[src/rtl/nms_frame_sequencer.sv]
// Frame-level controller wrapped around nms_stage: frames the {dir,mag}
// input stream, clears the stage between frames, injects zero beats to push
// out the delayed final row, and forwards exactly one frame of results with
// regenerated SOF/EOL while discarding any surplus stage outputs.
module nms_frame_sequencer #(
    parameter int IMG_WIDTH   = 1920,
    parameter int IMG_HEIGHT  = 1080,
    parameter int FLUSH_BEATS = IMG_WIDTH + 1
) (
    input  logic        clk,
    input  logic        rst,
    input  logic        start,
    input  logic        abort,
    input  logic [15:0] s_tdata,
    input  logic        s_tvalid,
    input  logic        s_tuser,
    input  logic        s_tlast,
    output logic        s_tready,
    output logic [15:0] st_tdata,
    output logic        st_tvalid,
    output logic        st_tuser,
    output logic        st_tlast,
    input  logic        st_tready,
    output logic        st_rst_n,
    input  logic [7:0]  ns_tdata,
    input  logic        ns_tvalid,
    output logic        ns_tready,
    output logic [7:0]  m_tdata,
    output logic        m_tvalid,
    output logic        m_tuser,
    output logic        m_tlast,
    input  logic        m_tready,
    output logic        busy,
    output logic        frame_done,
    output logic        err_sof,
    output logic        err_eol
);

    // state | meaning
    // IDLE  | waiting for start
    // CLEAR | one cycle with the stage held in reset
    // PASS  | forwarding upstream beats into the stage
    // FLUSH | injecting zero beats to push out the last row
    // DRAIN | waiting for the final frame result to leave
    // DONE  | one-cycle completion marker
    // ABORT | one cycle with the stage held in reset, then IDLE
    typedef enum logic [2:0] {
        S_IDLE, S_CLEAR, S_PASS, S_FLUSH, S_DRAIN, S_DONE, S_ABORT
    } state_t;

    localparam int TOTAL = IMG_WIDTH * IMG_HEIGHT;
    localparam int COL_W = (IMG_WIDTH > 1) ? $clog2(IMG_WIDTH) : 1;
    localparam int ROW_W = (IMG_HEIGHT > 1) ? $clog2(IMG_HEIGHT) : 1;
    localparam int OUT_W = $clog2(TOTAL + 1);
    localparam int FL_W  = $clog2(FLUSH_BEATS + 1);

    localparam logic [COL_W-1:0] COL_LAST  = COL_W'(IMG_WIDTH - 1);
    localparam logic [ROW_W-1:0] ROW_LAST  = ROW_W'(IMG_HEIGHT - 1);
    localparam logic [OUT_W-1:0] OUT_TOTAL = OUT_W'(TOTAL);
    localparam logic [FL_W-1:0]  FL_LAST   = FL_W'(FLUSH_BEATS - 1);

    state_t             state, state_nxt;
    logic [COL_W-1:0]   col;
    logic [ROW_W-1:0]   row;
    logic [FL_W-1:0]    flush_cnt;
    logic [OUT_W-1:0]   out_cnt;
    logic [COL_W-1:0]   out_col;
    logic               start_ok, in_beat, fl_beat, out_beat, out_open;

    // State register
    always_ff @(posedge clk) begin
        if (rst) state <= S_IDLE;
        else     state <= state_nxt;
    end

    // Next-state decode and all stream steering
    always_comb begin
        state_nxt  = state;
        s_tready   = 1'b0;
        st_tdata   = 16'h0000;
        st_tvalid  = 1'b0;
        st_tuser   = 1'b0;
        st_tlast   = 1'b0;
        ns_tready  = 1'b0;
        m_tdata    = 8'h00;
        m_tvalid   = 1'b0;
        m_tuser    = 1'b0;
        m_tlast    = 1'b0;
        in_beat    = 1'b0;
        fl_beat    = 1'b0;
        out_beat   = 1'b0;
        busy       = (state != S_IDLE);
        frame_done = (state == S_DONE);
        start_ok   = (state == S_IDLE) && start && !abort;
        out_open   = (out_cnt != OUT_TOTAL);

        case (state)
            S_IDLE:  if (start_ok) state_nxt = S_CLEAR;
            S_CLEAR: state_nxt = S_PASS;
            S_PASS: begin
                st_tdata  = s_tdata;
                st_tvalid = s_tvalid;
                s_tready  = st_tready;
                st_tuser  = (col == '0) && (row == '0);
                st_tlast  = (col == COL_LAST);
                in_beat   = s_tvalid && st_tready;
                if (in_beat && col == COL_LAST && row == ROW_LAST) state_nxt = S_FLUSH;
            end
            S_FLUSH: begin
                st_tvalid = 1'b1;
                st_tlast  = (col == COL_LAST);
                fl_beat   = st_tready;
                if (fl_beat && flush_cnt == FL_LAST) state_nxt = S_DRAIN;
            end
            S_DRAIN: if (!out_open) state_nxt = S_DONE;
            S_DONE:  state_nxt = S_IDLE;
            S_ABORT: state_nxt = S_IDLE;
            default: state_nxt = S_IDLE;
        endcase

        // Result path is live only while the stage holds frame data; once the
        // frame count is met, further stage outputs are accepted and dropped.
        if (state == S_PASS || state == S_FLUSH || state == S_DRAIN) begin
            if (out_open) begin
                ns_tready = m_tready;
                m_tvalid  = ns_tvalid;
                m_tdata   = ns_tdata;
                m_tuser   = (out_cnt == '0);
                m_tlast   = (out_col == COL_LAST);
            end else begin
                ns_tready = 1'b1;
            end
            out_beat = ns_tvalid && ns_tready && out_open;
        end

        if (abort && state != S_IDLE && state != S_ABORT) state_nxt = S_ABORT;
    end

    // Position counters; col doubles as the flush column since it wraps to 0 on the last input beat
    always_ff @(posedge clk) begin
        if (rst || start_ok) begin
            col       <= '0;
            row       <= '0;
            flush_cnt <= '0;
            out_cnt   <= '0;
            out_col   <= '0;
        end else begin
            if (in_beat) begin
                if (col == COL_LAST) begin
                    col <= '0;
                    row <= (row == ROW_LAST) ? '0 : row + 1'b1;
                end else begin
                    col <= col + 1'b1;
                end
            end
            if (fl_beat) begin
                flush_cnt <= flush_cnt + 1'b1;
                col       <= (col == COL_LAST) ? '0 : col + 1'b1;
            end
            if (out_beat) begin
                out_cnt <= out_cnt + 1'b1;
                out_col <= (out_col == COL_LAST) ? '0 : out_col + 1'b1;
            end
        end
    end

    // Sticky framing-check flags on the upstream stream
    always_ff @(posedge clk) begin
        if (rst || start_ok) begin
            err_sof <= 1'b0;
            err_eol <= 1'b0;
        end else if (in_beat) begin
            if (col == '0 && row == '0 && !s_tuser) err_sof <= 1'b1;
            if (s_tlast != (col == COL_LAST))      err_eol <= 1'b1;
        end
    end

    // Registered stage reset, low for exactly the CLEAR/ABORT cycle
    always_ff @(posedge clk) begin
        st_rst_n <= !(rst || state_nxt == S_CLEAR || state_nxt == S_ABORT);
    end

endmodule
[config.mk]
export PLATFORM = sky130hd
export DESIGN_NAME = nms_frame_sequencer
export DESIGN_NICKNAME = d
export VERILOG_FILES = /design/src/rtl/nms_frame_sequencer.sv
export SDC_FILE = /design/constraint.sdc
export NUM_CORES = 1
export LEC_CHECK = 0
export ABC_AREA = 1
export ABC_CLOCK_PERIOD_IN_PS = 1700
export BUFFER_PORTS_ARGS = -buffer_cell sky130_fd_sc_hd__buf_2
export CAP_MARGIN = 30
export CORE_MARGIN = 10
export CORE_UTILIZATION = 55
export CTS_BUF_LIST = sky130_fd_sc_hd__clkbuf_4 sky130_fd_sc_hd__clkbuf_8 sky130_fd_sc_hd__clkbuf_16
export CTS_CLUSTER_DIAMETER = 120
export DETAILED_ROUTE_END_ITERATION = 8
export PLACE_DENSITY = 0.78
export SLEW_MARGIN = 20
export SYNTH_ARGS = -nofsm -noshare
export SYNTH_HDL_FRONTEND = slang
export SYNTH_SLANG_ARGS = --single-unit
[constraint.sdc]
create_clock -name clk -period 1.7 [get_ports clk]
set_input_delay 0 -clock clk [delete_from_list [all_inputs] [get_ports clk]]
set_output_delay 0 -clock clk [all_outputs]
set_load 0.1 [all_outputs]
==> results of run 1 <==
-- cell families after synthesis --
| family | Yosys count | share of synthesized area [%] |
|---|---|---|
| AOI/OAI and AO/OA | 77 | 8.76 |
| DFF | 71 | 30.7 |
| buffers and inverters | 126 | 11.1 |
| xor gates and xnor gates | 20 | 3.79 |
| and+or+nand+nor | 464 | 43.2 |
| adders and majority gates | 9 | 2.43 |
-- stage by stage --
| stage | instance area (sq um) | hold WS, ns | total power (W) | setup TNS (ns) | setup WS (ns) |
|---|---|---|---|---|---|
| after floorplan | 4740 | 0.0694 | 0.00355 | -7.27 | -0.734 |
| after global placement | 5990 | 0.254 | 0.00449 | 0 | 0.0462 |
| after detailed placement | 5990 | 0.257 | 0.00452 | 0 | 0.0116 |
| after CTS | 6420 | 0.00581 | 0.00577 | -0.0110 | -0.0110 |
| after global routing | 6820 | 0.0347 | 0.00615 | -1.64 | -0.108 |
| final | 6820 | 0.00949 | 0.00598 | -0.180 | -0.0565 |
-- synth_stat cells (all sizes together) (4+ instances only) --
| library cell | count | share of area (%) |
|---|---|---|
| a21oi | 58 | 6.3 |
| dfxtp | 71 | 31 |
| clkbuf | 5 | 0.41 |
| xnor2 | 4 | 0.76 |
| nor3 | 14 | 1.5 |
| nand3 | 47 | 5.7 |
| clkinv | 4 | 0.32 |
| buf | 12 | 1.9 |
| ha | 9 | 2.4 |
| nand3b | 4 | 0.65 |
| nor2 | 141 | 12 |
| o21ai | 9 | 0.97 |
| nand4 | 31 | 4.2 |
| xor2 | 16 | 3.0 |
| inv | 105 | 8.5 |
| nand2 | 221 | 18 |
| a31oi | 5 | 0.68 |
-- worst max-delay path, stage by stage, from the launching register on --
cell,delay [ns]
dfxtp_1,0.35
inv_1,0.15
nand4_1,0.23
nor3b_4,0.28
nand2_2,0.09
nor2_4,0.11
buf_12,0.18
-- how the worst max path moves through the flow --
stage                           from         end  slack, ns  depth (start not counted)
after CTS                     col[0]    st_tuser      -0.01                          8
after global placement        col[1]      row[4]       0.05                          8
final                        row[10]    st_tuser      -0.06                          6
after global routing          col[0]    st_tuser      -0.11                          8
after floorplan           out_cnt[0]  m_tdata[0]      -0.73                          7
after detailed placement      col[1]      row[8]       0.01                          8
-- layer usage --
| layer | routed length, um | up-vias |
|---|---|---|
| li1 | - | 2700 |
| met1 | 5860 | 2555 |
| met2 | 8290 | 249 |
| met3 | 1090 | 57 |
| met4 | 554 | 0 |
| met5 | 0 | - |
-- state kept, by name (all words and copies together), names as in the netlist --
name       count
col           11
row           11
flush_cnt     11
st_rst_n       1
err_sof        1
state          3
err_eol        1
out_cnt       21
out_col       11
-- power by group through the flow --
stage / clock network (W) / logic, W / registers [W]
global placement: 0 / 0.00272 / 0.00176
CTS: 0.00124 / 0.00280 / 0.00173
detailed placement: 0 / 0.00276 / 0.00177
finish: 0.00123 / 0.00299 / 0.00175
global route: 0.00131 / 0.00309 / 0.00175
floorplan: 0 / 0.00174 / 0.00181
-- final cells by class --
type | count | share of cell area [%]
multi-input combinational | 570 | 45.9
timing repair buffer | 145 | 22.0
tap | 105 | 1.93
clock inverter | 1 | 0.0734
sequential | 71 | 21.6
clock buffer | 12 | 2.42
inverter | 109 | 6.15
-- timing repair --
action | 4_1_cts | 5_1_grt
endpoints found under the hold margin | 4 | 0
endpoints found under the setup margin | 17 | 84
gates cloned | 0 | 3
pin swaps | 13 | 32
buffers inserted | 12 | 11
hold buffers | 2 | 0
gates resized for setup | 47 | 82
==> results.md, run 1 <==
* Comb pwr share at 50.1%
* Setup violations, final at 5
* Antenna Nets Post-Route at 0
* Initial antenna violation count at 0
* Lkg Pwr at 2.79 nW
* Status: finished with violations
* Clk Latency, worst-skew pair at 0.35 ns
* Top Usage Layer GRT: met2
* RSZ-0062 raised after global routing: yes
* Flip-flop and latch area at 1470 sq um
* DR pass1 iterations at 7
* First-pass GRT wire length at 23200 um
* Nets@finish at 949
* Post-synth EDFFs at 0
* Die Y-Extent at 112 um
* Most frequent cells in the layout: nand2_1, inv_1, nor2_1
* Crit Reg-Reg Endpoint: flush_cnt[4]
* Yosys reg bits at 71
* Die Width at 112 um
* Multi-input combinational cell area at 3130 sq um
* Main synth FF type: dfxtp_1
* Syn_nets at 810
* Ports at 71
* Worst VDD drop at 0.000620 V
* Core Region at 8220 sq um
* Startpoint Class: flop
* Via count at 5561
* Die area at 12500 sq um
* GR Util met2 at 39.4%
* WP data required at 1.70 ns
* Relative slew slack at 66.6%
* Setup slack after layout at -0.0565 ns
* TritonCTS clock tree: done
* Vias per std cell at 5.49
* Cell Area, Synth at 4630 sq um
* Placed Cells at 973
* Port bufs at 70
* Yosys Warn Count at 0
* CTS H-tree lvls at 3
* Clock share of power at 20.6%
* Post-synth ARST share at 0%
* Slew Viols, Final at 0
* Register share of total power at 29.3%
* Num CTS Buffers at 9
* Initial detailed-routing violation count at 411
* GPL Wtd Cong at 0.929
* Failing checks: negative setup slack
* Critical path peak fanout at 4
* Arr. time, crit path at 1.76 ns
* Clock sinks at 71
* Peak Freq at 0.569 GHz
* Met3 Track Usage GR at 4.88%
* Final WL at 15800 um
* Gr ovfl total at 0
* Net Sw Frac at 45.2%
* Pwr dens at 877 nW/um^2
* Yosys cell types at 32
* HPWL Detailed at 10300 um
* Area Growth Syn to Fin at 47.3%
* Max-Cap Viols at 0
* Min-delay src: s_tuser
* Most common cell after layout, fill and taps aside: nand2_1
* Crit path kind: reg -> out
* Clock root cell: clkbuf_8
* FP Rows at 33
* Non-filler cells, final at 1013
* WHS Endpoint: err_sof
* Tcrit/Tclk final at 103%
* Fillers at 508
* Largest net degree at the start of global routing at 38
* Starting Density at 56.3%
* Proportion of layout cells with a drive suffix above 1 at 32.4%
* Hold path cells at 4
* Worst r2r path cells at 8
* Post-route minimum period at 1.76 ns
* Vias in the first global route at 5137
* Seq/Total Area, Yosys at 30.7%
* Worst Tran Pin Value at 0.504 ns
* Final core utilization at 83.0%
* CTS clk-pin slew, worst paths at 0.08 ns
* Avg Cell Area, Syn at 6.03 sq um
* Worst setup EP type: output port
* Cell count after synthesis at 767
* Sw Pwr at 0.00270 W
* N_diodes at 0
* Met1 GRT Util at 23.5%
* RR Startpoint: state[2]
* Final Hold Fails at 0
* R2R setup slack at -0.02 ns
* Clock tree buffer depth at 2
* Internal at 0.00327 W
* Type of the worst min-delay path: in -> reg
* DRC at 0
* Clk_skew at 0.00938 ns
* Avg WL per Cell at 15.6 um
* Total GRT Usage at 21.5%
No activity file was read; power rests on OpenSTA's default activity.
==> run 2, diff against run 1 <==
Settings changed: CORE_MARGIN 10 to 3.
==> run 2 against run 1 <==
Effect of this change:
- worst hold slack better by 0.022 ns
- count of clock-buffer cells in the layout is 2 higher
- die area is 23% lower
- critical path type is now reg -> reg
- critical path depth is 3 higher
- register-to-register slack worse by 0.18 ns
- highest routed layer unchanged
- non-clock buffer count is 4 higher
- setup slack worse by 0.14 ns
- the flow still finishes with violations (negative setup slack)
- power is 2.3% higher
- via count is 8.3% higher
- combinational power is 4% higher
- clock power hardly changed
- wire length is 9.8% higher
==> results.md, run 2 (synthesized netlist as in run 1, its figures left out) <==
* Startpoint Class: flop (unchanged)
* Clock tree buffer depth at 2 (unchanged)
* DR pass1 iterations at 7 (unchanged)
* Clk Latency, worst-skew pair at 0.36 ns (was 0.35 ns)
* Vias in the first global route at 5443 (was 5137)
* Pwr dens at 890 nW/um^2 (was 877 nW/um^2)
* Final Hold Fails at 0 (unchanged)
* Setup violations, final at 48 (was 5)
* Initial detailed-routing violation count at 531 (was 411)
* Relative slew slack at 66.5% (was 66.6%)
* Gr ovfl total at 0 (unchanged)
* Lkg Pwr at 2.83 nW (was 2.79 nW)
* Status: finished with violations (unchanged)
* Port bufs at 70 (unchanged)
* Antenna Nets Post-Route at 0 (unchanged)
* Total GRT Usage at 31.2% (was 21.5%)
* Flip-flop and latch area at 1450 sq um (was 1470 sq um)
* Arr. time, crit path at 2.18 ns (was 1.76 ns)
* DRC at 0 (unchanged)
* WP data required at 1.98 ns (was 1.70 ns)
* First-pass GRT wire length at 25000 um (was 23200 um)
* GPL Wtd Cong at 0.963 (was 0.929)
* Initial antenna violation count at 0 (unchanged)
* Most frequent cells in the layout: nand2_1, inv_1, nor2_1 (unchanged)
* Max-Cap Viols at 0 (unchanged)
* Max reg flops at 21 (unchanged)
* Final WL at 17300 um (was 15800 um)
* Total Power at 0.00611 W (was 0.00598 W)
* Clock sinks at 71 (unchanged)
* Clk_skew at 0.0128 ns (was 0.00938 ns)
* Critical path peak fanout at 11 (was 4)
* Setup slack at placement at -0.336 ns (was 0.0116 ns)
* Worst setup EP type: flop (was output port)
* Ports at 71 (unchanged)
* TritonCTS clock tree: done (unchanged)
* Worst Tran Pin Value at 0.506 ns (was 0.504 ns)
* N_diodes at 0 (unchanged)
* Vias per std cell at 5.92 (was 5.49)
* Worst VDD drop at 0.000995 V (was 0.000620 V)
* Proportion of layout cells with a drive suffix above 1 at 30.7% (was 32.4%)
* Type of the worst min-delay path: in -> reg (unchanged)
* CTS clk-pin slew, worst paths at 0.08 ns (about the same)
* Most common cell after layout, fill and taps aside: nand2_1 (unchanged)
* Nets@finish at 955 (was 949)
* Final core utilization at 86.6% (was 83.0%)
* CTS H-tree lvls at 3 (unchanged)
* Fillers at 430 (was 508)
* Multi-input combinational cell area at 3150 sq um (was 3130 sq um)
* FP Rows at 32 (was 33)
* HPWL Detailed at 9940 um (was 10300 um)
* Top reg by flops: out_cnt (unchanged)
* Slew Viols, Final at 0 (unchanged)
* Tcrit/Tclk final at 112% (was 103%)
* Peak Freq at 0.526 GHz (was 0.569 GHz)
* Starting Density at 58.4% (was 56.3%)
* Clock root cell: clkbuf_8 (unchanged)
* Crit path kind: reg -> reg (was reg -> out)
* Largest net degree at the start of global routing at 23 (was 38)
* RSZ-0062 raised after global routing: yes (unchanged)
* Area Growth Syn to Fin at 48.4% (was 47.3%)
* Via count at 6025 (was 5561)
* Post-route minimum period at 1.90 ns (was 1.76 ns)
* Core Region at 7930 sq um (was 8220 sq um)
* Fin Setup TNS at -2.51 ns (was -0.180 ns)
* Avg WL per Cell at 17.0 um (was 15.6 um)
* Num CTS Buffers at 9 (unchanged)
* Die area at 9550 sq um (was 12500 sq um)
* Die Y-Extent at 97.7 um (was 112 um)
* Failing checks: negative setup slack (unchanged)
* Die Width at 97.7 um (was 112 um)
* Setup slack after layout at -0.200 ns (was -0.0565 ns)
run 2: through the flow:
stage / instances / hold slack, ns / instance area, sq um
3_5_place_dp: 978 / 0.265 / 6050
3_3_place_gp: 978 / 0.257 / 6050
4_1_cts: 1012 / 0.0131 / 6640
2_1_floorplan: 767 / 0.0694 / 4740
6_report: 1018 / 0.0311 / 6870
5_1_grt: 1018 / 0.0419 / 6870
run 2: path summary, 6_finish.rpt:
path	start	endpoint	slack (ns)	depth (start not counted)
min reg2reg	err_eol	err_eol	0.46	2
max reg2reg	out_cnt[20]	out_cnt[1]	-0.20	9
max	out_cnt[20]	out_cnt[1]	-0.20	9
min	s_tuser	err_sof	0.03	4
run 2: per-layer routing:
layer	wire length [um]	share of wire [%]	GRT usage [%]	up-vias
li1	-	-	-	2723
met1	5940	34	36.1	2726
met2	8660	50	55.9	465
met3	1880	11	6.53	111
met4	860	5.0	12.4	0
met5	0	0	0	-
run 2: timing repair:
action / 4_1_cts / 5_1_grt
endpoints found under the setup margin: 68 / 67
hold endpoints to repair: 5 / 0
buffers inserted: 14 / 6
hold buffers: 3 / 0
cloned: 2 / 1
pin swaps: 21 / 22
gates resized for setup: 71 / 45
run 2: final cells by class:
type	instances	area share [%]
multi-input combinational	572	45.9
timing repair buffer	149	22.5
sequential	71	21.2
inverter	109	6.08
clock buffer	14	2.44
tap	102	1.86
clock inverter	1	0.0729
run 2: worst max-delay path: stages (launching register included):
cell and delay [ns]:
dfxtp_1 0.38, nand3_1 0.17, nor2_2 0.17, nand3_2 0.15, buf_8 0.19, buf_12 0.13, nand3_4 0.15, buf_12 0.16
nand2_1 0.12, a21oi_1 0.20
run 2: power breakdown:
part / switching (W) / total (W) / internal (W) / leakage, nW
sequential: 0.0000431 / 0.00173 / 0.00169 / 0.582
clock: 0.000635 / 0.00126 / 0.000627 / 0.0942
combinational: 0.00211 / 0.00312 / 0.00101 / 2.15
